--- src/rtl/axis_rr_packet_arbiter.sv ---
// rtl/axis_rr_packet_arbiter.sv - whole-packet round-robin arbiter of NUM_PORTS AXI-Stream slaves onto one registered master
module axis_rr_packet_arbiter #(
  parameter int NUM_PORTS  = 4,
  parameter int DATA_WIDTH = 32,
  parameter int ID_WIDTH   = 3
) (
  input  logic                            axis_aclk,
  input  logic                            axis_areset,
  input  logic [NUM_PORTS*DATA_WIDTH-1:0] s_axis_tdata,
  input  logic [NUM_PORTS-1:0]            s_axis_tvalid,
  output logic [NUM_PORTS-1:0]            s_axis_tready,
  input  logic [NUM_PORTS-1:0]            s_axis_tlast,
  output logic [DATA_WIDTH-1:0]           m_axis_tdata,
  output logic                            m_axis_tvalid,
  input  logic                            m_axis_tready,
  output logic                            m_axis_tlast,
  output logic [ID_WIDTH-1:0]             m_axis_tid,
  output logic                            grant_active,
  output logic [ID_WIDTH-1:0]             grant_idx
);

  typedef enum logic {IDLE, PASS} state_t;

  state_t                state_q, state_d;
  logic [ID_WIDTH-1:0]   grant_q, grant_d;
  logic [ID_WIDTH-1:0]   last_grant_q, last_grant_d;
  logic [DATA_WIDTH-1:0] tdata_q;
  logic                  tvalid_q;
  logic                  tlast_q;
  logic [ID_WIDTH-1:0]   tid_q;

  logic                  out_ready;
  logic                  accept;
  logic                  sel_valid;
  logic                  sel_last;
  logic [DATA_WIDTH-1:0] sel_data;
  logic                  pick_found;
  logic [ID_WIDTH-1:0]   pick_idx;
  logic                  hi_found;
  logic [ID_WIDTH-1:0]   hi_idx;

  // Lowest requester above last_grant wins; otherwise wrap to the lowest requester overall.
  always_comb begin
    pick_found = 1'b0;
    pick_idx   = '0;
    hi_found   = 1'b0;
    hi_idx     = '0;
    for (int i = NUM_PORTS - 1; i >= 0; i--) begin
      if (s_axis_tvalid[i]) begin
        pick_found = 1'b1;
        pick_idx   = ID_WIDTH'(i);
        if (i > int'(last_grant_q)) begin
          hi_found = 1'b1;
          hi_idx   = ID_WIDTH'(i);
        end
      end
    end
    if (hi_found) begin
      pick_idx = hi_idx;
    end
  end

  always_comb begin
    sel_valid = 1'b0;
    sel_last  = 1'b0;
    sel_data  = '0;
    for (int i = 0; i < NUM_PORTS; i++) begin
      if (grant_q == ID_WIDTH'(i)) begin
        sel_valid = s_axis_tvalid[i];
        sel_last  = s_axis_tlast[i];
        sel_data  = s_axis_tdata[i*DATA_WIDTH +: DATA_WIDTH];
      end
    end
  end

  assign out_ready = ~tvalid_q | m_axis_tready;

  always_comb begin
    state_d       = state_q;
    grant_d       = grant_q;
    last_grant_d  = last_grant_q;
    s_axis_tready = '0;
    accept        = 1'b0;
    case (state_q)
      IDLE: begin
        if (pick_found) begin
          grant_d = pick_idx;
          state_d = PASS;
        end
      end
      PASS: begin
        for (int i = 0; i < NUM_PORTS; i++) begin
          if (grant_q == ID_WIDTH'(i)) begin
            s_axis_tready[i] = out_ready;
          end
        end
        accept = sel_valid & out_ready;
        if (accept && sel_last) begin
          last_grant_d = grant_q;
          state_d      = IDLE;
        end
      end
      default: state_d = IDLE;
    endcase
    // Nothing may be acknowledged while reset is being applied.
    if (axis_areset) begin
      s_axis_tready = '0;
      accept        = 1'b0;
    end
  end

  always_ff @(posedge axis_aclk) begin
    if (axis_areset) begin
      state_q      <= IDLE;
      grant_q      <= ID_WIDTH'(NUM_PORTS - 1);
      last_grant_q <= ID_WIDTH'(NUM_PORTS - 1);
      tvalid_q     <= 1'b0;
      tlast_q      <= 1'b0;
      tid_q        <= '0;
      tdata_q      <= '0;
    end else begin
      state_q      <= state_d;
      grant_q      <= grant_d;
      last_grant_q <= last_grant_d;
      if (accept) begin
        tvalid_q <= 1'b1;
        tlast_q  <= sel_last;
        tid_q    <= grant_q;
        tdata_q  <= sel_data;
      end else if (m_axis_tready) begin
        tvalid_q <= 1'b0;
      end
    end
  end

  assign m_axis_tdata  = tdata_q;
  assign m_axis_tvalid = tvalid_q;
  assign m_axis_tlast  = tlast_q;
  assign m_axis_tid    = tid_q;
  assign grant_active  = (state_q == PASS);
  assign grant_idx     = grant_q;

endmodule

--- config.mk ---
export PLATFORM = sky130hd
export DESIGN_NAME = axis_rr_packet_arbiter
export DESIGN_NICKNAME = d
export VERILOG_FILES = /design/src/rtl/axis_rr_packet_arbiter.sv
export SDC_FILE = /design/constraint.sdc
export NUM_CORES = 1
export LEC_CHECK = 0
export ABC_AREA = 1
export CAP_MARGIN = 0
export CORE_MARGIN = 2
export CORE_UTILIZATION = 36
export CTS_BUF_LIST = sky130_fd_sc_hd__clkbuf_4
export DETAILED_ROUTE_END_ITERATION = 16
export MAX_ROUTING_LAYER = met4
export PLACE_DENSITY = 0.82
export SLEW_MARGIN = 10
export SYNTH_ARGS = -nofsm -noshare
export SYNTH_HDL_FRONTEND = slang
export SYNTH_SLANG_ARGS = --single-unit
--- constraint.sdc ---
create_clock -name axis_aclk -period 1.6 [get_ports axis_aclk]
set_input_delay 0.32 -clock axis_aclk [delete_from_list [all_inputs] [get_ports axis_aclk]]
set_output_delay 0.32 -clock axis_aclk [all_outputs]
set_load 0.01 [all_outputs]
==> results of run 1 <==
final cells by class:
type	count	area, um^2	share of cell area
repair buffers	237	2435	0.4600
multi-input cells	352	1655	0.3128
flip-flops and latches	41	830.8	0.1570
inverters	43	163.9	0.03097
well taps	99	123.9	0.02340
clock buffers	6	45.04	0.008511
clock inverters	2	38.79	0.007329
stage by stage:
stage / setup WS, ps / area [um^2]
after floorplan: 56.79 / 2633
after global placement: -419.2 / 4735
after detailed placement: -453.9 / 4735
after CTS: -44.93 / 5062
after global routing: -118.7 / 5293
final: -35.52 / 5293
cell families (layout without fill, tap and decap cells):
| kind of cell | Yosys count | after routing |
|---|---|---|
| other | 1 | 2 |
| AND/OR/NAND/NOR | 335 | 335 |
| buffers and inverters | 72 | 288 |
| flip-flops | 41 | 41 |
| AO/OA/AOI/OAI | 15 | 15 |
placed cells by master (no fill, tap or decap), drive strengths merged:
| cell type | count |
|---|---|
| or2 | 2 |
| nand4 | 34 |
| dfxtp | 41 |
| clkdlybuf4s15 | 1 |
| nor3 | 6 |
| dlymetal6s2s | 23 |
| clkdlybuf4s50 | 145 |
| clkinv | 2 |
| bufinv | 1 |
| conb | 2 |
| dlygate4sd2 | 8 |
| inv | 42 |
| a21oi | 3 |
| o21ai | 11 |
| buf | 59 |
| clkbuf | 7 |
| nand3 | 45 |
| nor2 | 74 |
| nand2 | 174 |
| a31oi | 1 |
flip-flops by register name, indices dropped and copies added (netlist names):
register	cells
m_axis_tdata	32
grant_idx	2
last_grant_q	2
m_axis_tid	2
grant_active	1
m_axis_tlast	1
m_axis_tvalid	1
metal layers:
layer,part of all wire,up-vias
li1,-,1896
met1,0.38,1762
met2,0.52,160
met3,0.070,32
met4,0.030,0
met5,0,-
final timing paths:
kind | start | to | slack, ps
max reg2reg | grant_idx[0] | m_axis_tdata[25] | -40
min reg2reg | m_axis_tlast | m_axis_tlast | 470
min | axis_areset | m_axis_tdata[20] | 390
max | grant_idx[0] | m_axis_tdata[25] | -40
critical path, delay by kind of cell, from the launching register on:
family | cells | cell delay, ps
flip-flops | 1 | 390
buffers and inverters | 5 | 610
AND/OR/NAND/NOR | 7 | 570
power by group through the flow:
| stage | combinational [W] | sequential, W | clock, W |
|---|---|---|---|
| global route | 0.00209 | 0.00121 | 0.000757 |
| floorplan | 0.000697 | 0.00127 | 0 |
| finish | 0.00192 | 0.00120 | 0.000710 |
| global placement | 0.00160 | 0.00123 | 0 |
| CTS | 0.00181 | 0.00120 | 0.000719 |
| detailed placement | 0.00163 | 0.00123 | 0 |
what timing repair did:
action / in CTS / in global routing
hold buffers: 0 / 0
gates resized for setup: 48 / 62
pin swaps: 4 / 13
setup endpoints to repair: 20 / 65
buffers inserted: 12 / 9
cloned: 4 / 1
==> results_dict.tcl, run 1 <==
set metrics [dict create \
    critPathMaxStageDelay_ps 390 \
    cts_root_buf "sky130_fd_sc_hd__clkbuf_4" \
    total_leakage_power_nw 2.742 \
    finalWeightedCongestion 0.8771 \
    yosysMostFrequentCell "sky130_fd_sc_hd__nand2_1" \
    cp_data_required_time_ps 1900 \
    fraction_of_synthesis_flops_using_an_asynchronous_set_or_reset_pin 0 \
    synth_flop_cell "sky130_fd_sc_hd__dfxtp_1" \
    route.antenna.remaining_nets 0 \
    gr-total-overflow 0 \
    grt_first_pass_wirelength_mm 15.37 \
    final_cell_count_no_fill 780 \
    final.setup_skew_ps 19.04 \
    hold_path.class "in2reg" \
    ys_top_cells_by_area "sky130_fd_sc_hd__dfxtp_1 (31%), sky130_fd_sc_hd__nand2_1 (25%), sky130_fd_sc_hd__nor2_1 (10%)" \
    worst_ir_drop_vdd_mv 0.4169 \
    synth.mux.area_fraction 0 \
    area_growth_pct 101.3 \
    cts-buffers-inserted 5 \
    postLayoutCoreUtil 0.7376 \
    hpwl_mm 7.637 \
    timing.final.setup_violations 8 \
    synth.ff_latch_count 41 \
    power_density_nw_per_um2 724.1 \
    via_count_of_the_first_global_routing_pass 3461 \
    drive_gt1_frac 0.1615 \
    worst-path-max-fanout 6 \
    drv.max_cap_violation_count 0 \
    grt_usage 0.2551 \
    maximum_clock_frequency_mhz 611.4 \
    design.portCount 184 \
    synth_fa_ha_area_frac 0 \
    synth-xor-area-share 0 \
    globalRoute.busiestLayer "met2" \
    synth_simple_gate_area_share 0.5416 \
    die-height_um 89.45 \
    finalWirelength_mm 10.86 \
    ant_diodes 0 \
    placedCellCount 750 \
    timing.setup.tns_ps -184.2 \
    vias 3850 \
    synthesis.area_per_instance_um2 5.665 \
    share_comb_of_total_power 0.502 \
    most_numerous_cell_types_in_the_synthesized_netlist "sky130_fd_sc_hd__nand2_1 (173), sky130_fd_sc_hd__nor2_1 (72), sky130_fd_sc_hd__nand3_1 (44)" \
    timing_hold_violations_final 0 \
    gr-usage-met3 0.05171 \
    globalRouteMet1Util 0.2636 \
    grtUsageMet2 0.4714 \
    layout_worst_path_cycle_share 1.022 \
    clk-insertion-delay-late_ps 360 \
    placement.io_buffers 181 \
    clkTransAtPathRegs_ps 140 \
    layout_nets 819 \
    total_power_w 0.003832 \
    synth_compound_area_frac 0.02903 \
    type_of_destination_of_the_critical_path "register" \
    finalCriticalPeriod_ps 1636 \
    routedWlPerCell_um 13.92 \
    worst_path_arrival_ps 1940 \
    grt_antenna_before_repair 0 \
    yosysUniqueCellTypes 23 \
    netlist_instances 464 \
    initial_core_util 0.3663 \
    setup_repair_after_global_routing_missed_its_margin "yes" \
    worst_path_cell_with_the_longest_stage_delay "sky130_fd_sc_hd__dfxtp_4" \
    layout.filler_cells 569 \
    timing.critical_path.cells "buf_8 -> inv_4 -> buf_6 -> nand3_2 -> nand3_2 -> nand2_4 -> nand3_4 -> buf_12 -> buf_16 -> nand2_4 -> nand2_1 -> nor2_1" \
    yosysTopAreaCellShare 0.3122 \
    slew_violations 0 \
    worst_hold_path.num_cells 3 \
    intPower_w 0.002504 \
    seq_area_frac_synth 0.3122 \
    switching_power_w 0.001329 \
    fin_worst_hold_slack_ps 386.0 \
    postLayoutSetupSlackWorst_ps -35.52 \
    clk_path_buf_depth 2 \
    drc_errors 0 \
    reg2reg_depth 12 \
    p_clk_frac 0.185 \
    synth_top_family_by_area "simple AND/OR/NAND/NOR gates" \
    netlist_area_um2 2629 \
    power.switching_fraction 0.3467 \
    drt-vias-per-instance 4.936 \
    cts_sinks 41 \
    maximum_number_of_pins_on_one_net_before_global_route_repair 34 \
    drt_iter0_drcs 139 \
    outcome "complete, but fails checks" \
    drt-pass1-iter-count 4 \
    design.die.area_um2 8001 \
    tritoncts "yes" \
    synth_largest_area_cell "sky130_fd_sc_hd__dfxtp_1" \
    placement_rows 31 \
    yosysWarningCount 0 \
    fp.coreArea_um2 7176 \
    violations "setup timing" \
    power_frac_seq 0.313 \
    floorplan.die.width_um 89.45 \
    timing.critical_path.from_type "register" \
    number_of_flops_mapped_to_enable_cells_by_yosys 0 \
    timing.setup.critical_path_class "reg2reg" \
    ctsHtreeMaxLevel 2 \
]
Note: power is estimated with default switching activity, not from simulation.
==> run 2, diff against run 1 <==
Settings changed: SKIP_LAST_GASP set to 1.
==> results_dict.tcl, run 2 (synthesis gave the netlist of run 1 again) <==
set metrics [dict create \
    outcome "complete, but fails checks" \
    violations "setup timing" \
    drc_errors 0 \
    vias 3796 \
    topRoutingLayerUsed "met4" \
    design.portCount 184 \
    drv.max_cap_violation_count 0 \
    tritoncts "yes" \
    die-height_um 89.45 \
    design.die.area_um2 8001 \
    worst_path_arrival_ps 1900 \
    hpwl_mm 7.637 \
    worst_ir_drop_vdd_mv 0.4137 \
    timing.setup.tns_ps -187.2 \
    routedWlPerCell_um 13.91 \
    finalWirelength_mm 10.83 \
    power.switching_fraction 0.3453 \
    finalCriticalPeriod_ps 1630 \
    timing.setup.critical_path_class "reg2reg" \
    via_count_of_the_first_global_routing_pass 3411 \
    layout.filler_cells 581 \
    total_leakage_power_nw 2.745 \
    layout.cells.most_common "sky130_fd_sc_hd__nand2_1" \
    ctsHtreeMaxLevel 2 \
    drt_iter0_drcs 124 \
    placement.io_buffers 181 \
    largest_register_ffs 32 \
    timing_hold_violations_final 0 \
    grt_first_pass_wirelength_mm 15.16 \
    layout_nets 818 \
    drive_gt1_frac 0.1456 \
    m1WireLength_mm 4.175 \
    final.setup_skew_ps 18.46 \
    layout_worst_path_cycle_share 1.019 \
    route.antenna.remaining_nets 0 \
    clkTransAtPathRegs_ps 140 \
    fp.coreArea_um2 7176 \
    clk-insertion-delay-late_ps 360 \
    dr_wl_met3_um 770 \
    worst-path-max-fanout 6 \
    p_clk_frac 0.187 \
    maximum_clock_frequency_mhz 613.5 \
    switching_power_w 0.001315 \
    timing.critical_path.from_type "register" \
    area_growth_pct 99.57 \
    intPower_w 0.002493 \
    setup_repair_after_global_routing_missed_its_margin "yes" \
    cts-buffers-inserted 5 \
    drt-vias-per-instance 4.873 \
    power_frac_seq 0.315 \
    finalWeightedCongestion 0.8771 \
    grt_usage 0.2514 \
    maximum_number_of_pins_on_one_net_before_global_route_repair 34 \
    postLayoutCoreUtil 0.7311 \
    final_cell_mix "sky130_fd_sc_hd__nand2_1 (163), sky130_fd_sc_hd__clkdlybuf4s50_1 (145), sky130_fd_sc_hd__nor2_1 (66)" \
    timing.final.setup_violations 9 \
    cp_data_required_time_ps 1870 \
    power_density_nw_per_um2 725.8 \
    clk_path_buf_depth 2 \
    slew_violations 0 \
    initial_core_util 0.3663 \
    wl_met2_mm 5.576 \
    placement_rows 31 \
    ant_diodes 0 \
    share_comb_of_total_power 0.499 \
    postLayoutSetupSlackWorst_ps -29.87 \
    gr-total-overflow 0 \
    cts_sinks 41 \
    type_of_destination_of_the_critical_path "register" \
    floorplan.die.width_um 89.45 \
    grt_antenna_before_repair 0 \
    drt-pass1-iter-count 4 \
    cts_root_buf "sky130_fd_sc_hd__clkbuf_4" \
    hold_path.class "reg2reg" \
]
[run 2: cell count changes in the layout (fill, tap and decap cells not counted), sizes merged]
cell  previous run  this run
buf             59        58
[run 2: worst max-delay path: stages, from the launching register on]
cell                      delay (ps)
sky130_fd_sc_hd__dfxtp_4         390
sky130_fd_sc_hd__buf_8           130
sky130_fd_sc_hd__inv_4            40
sky130_fd_sc_hd__buf_6           110
sky130_fd_sc_hd__nand3_2          50
sky130_fd_sc_hd__nand3_2          80
sky130_fd_sc_hd__nand2_4         100
sky130_fd_sc_hd__nand3_4         150
sky130_fd_sc_hd__buf_12          190
sky130_fd_sc_hd__buf_16          130
sky130_fd_sc_hd__nor2_1          100
sky130_fd_sc_hd__nor2_1           60
[run 2: layout make-up]
type	instances	area, um^2	share of cell area
Timing Repair Buffer	236	2427	0.4627
Clock inverter	2	38.79	0.007393
Inverter	43	163.9	0.03124
Clock buffer	6	45.04	0.008586
Multi-Input combinational cell	352	1617	0.3081
Tap cell	99	123.9	0.02361
Sequential cell	41	830.8	0.1584
[run 2: final timing paths]
check / from / endpoint / slack (ps) / cells past startpoint
setup / recovery: grant_idx[0] / m_axis_tdata[26] / -30 / 11
hold / removal: m_axis_tid[0] / m_axis_tid[0] / 480 / 2
setup reg to reg: grant_idx[0] / m_axis_tdata[26] / -30 / 11
hold reg to reg: m_axis_tid[0] / m_axis_tid[0] / 480 / 2
[run 2: timing repair]
action,4_1_cts,5_1_grt
gates resized for setup,39,57
setup endpoints to repair,20,66
buffers inserted,12,8
hold buffers,0,0
gates cloned,4,1
hold endpoints to repair,0,0
pin swaps,4,12
[run 2: power groups by stage]
stage	Sequential [W]	Clock (W)	Combinational (W)
after floorplan	0.00127	0	0.000697
after global placement	0.00123	0	0.00160
final	0.00120	0.000712	0.00190
after detailed placement	0.00123	0	0.00163
after global routing	0.00121	0.000757	0.00206
after CTS	0.00120	0.000719	0.00179
[run 2: routing by layer]
metal  track usage  vias to the layer above
met1        0.2597                     1713
met2        0.4687                      159
met3       0.04986                       28
li1              -                     1896
met5             -                        -
met4       0.08955                        0
[run 2: metrics by stage]
step | area [um^2] | power (W) | cells | worst slack, ps | hold WS [ps]
finish | 5246 | 0.003808 | 779 | -29.87 | 479.1
global route | 5246 | 0.004025 | 779 | -111.7 | 507.5
CTS | 5050 | 0.003711 | 773 | -89.28 | 478.9
detailed placement | 4735 | 0.002861 | 750 | -453.9 | 456.3
global placement | 4735 | 0.002828 | 750 | -419.2 | 456.3
floorplan | 2633 | 0.001969 | 465 | 56.79 | 389.1
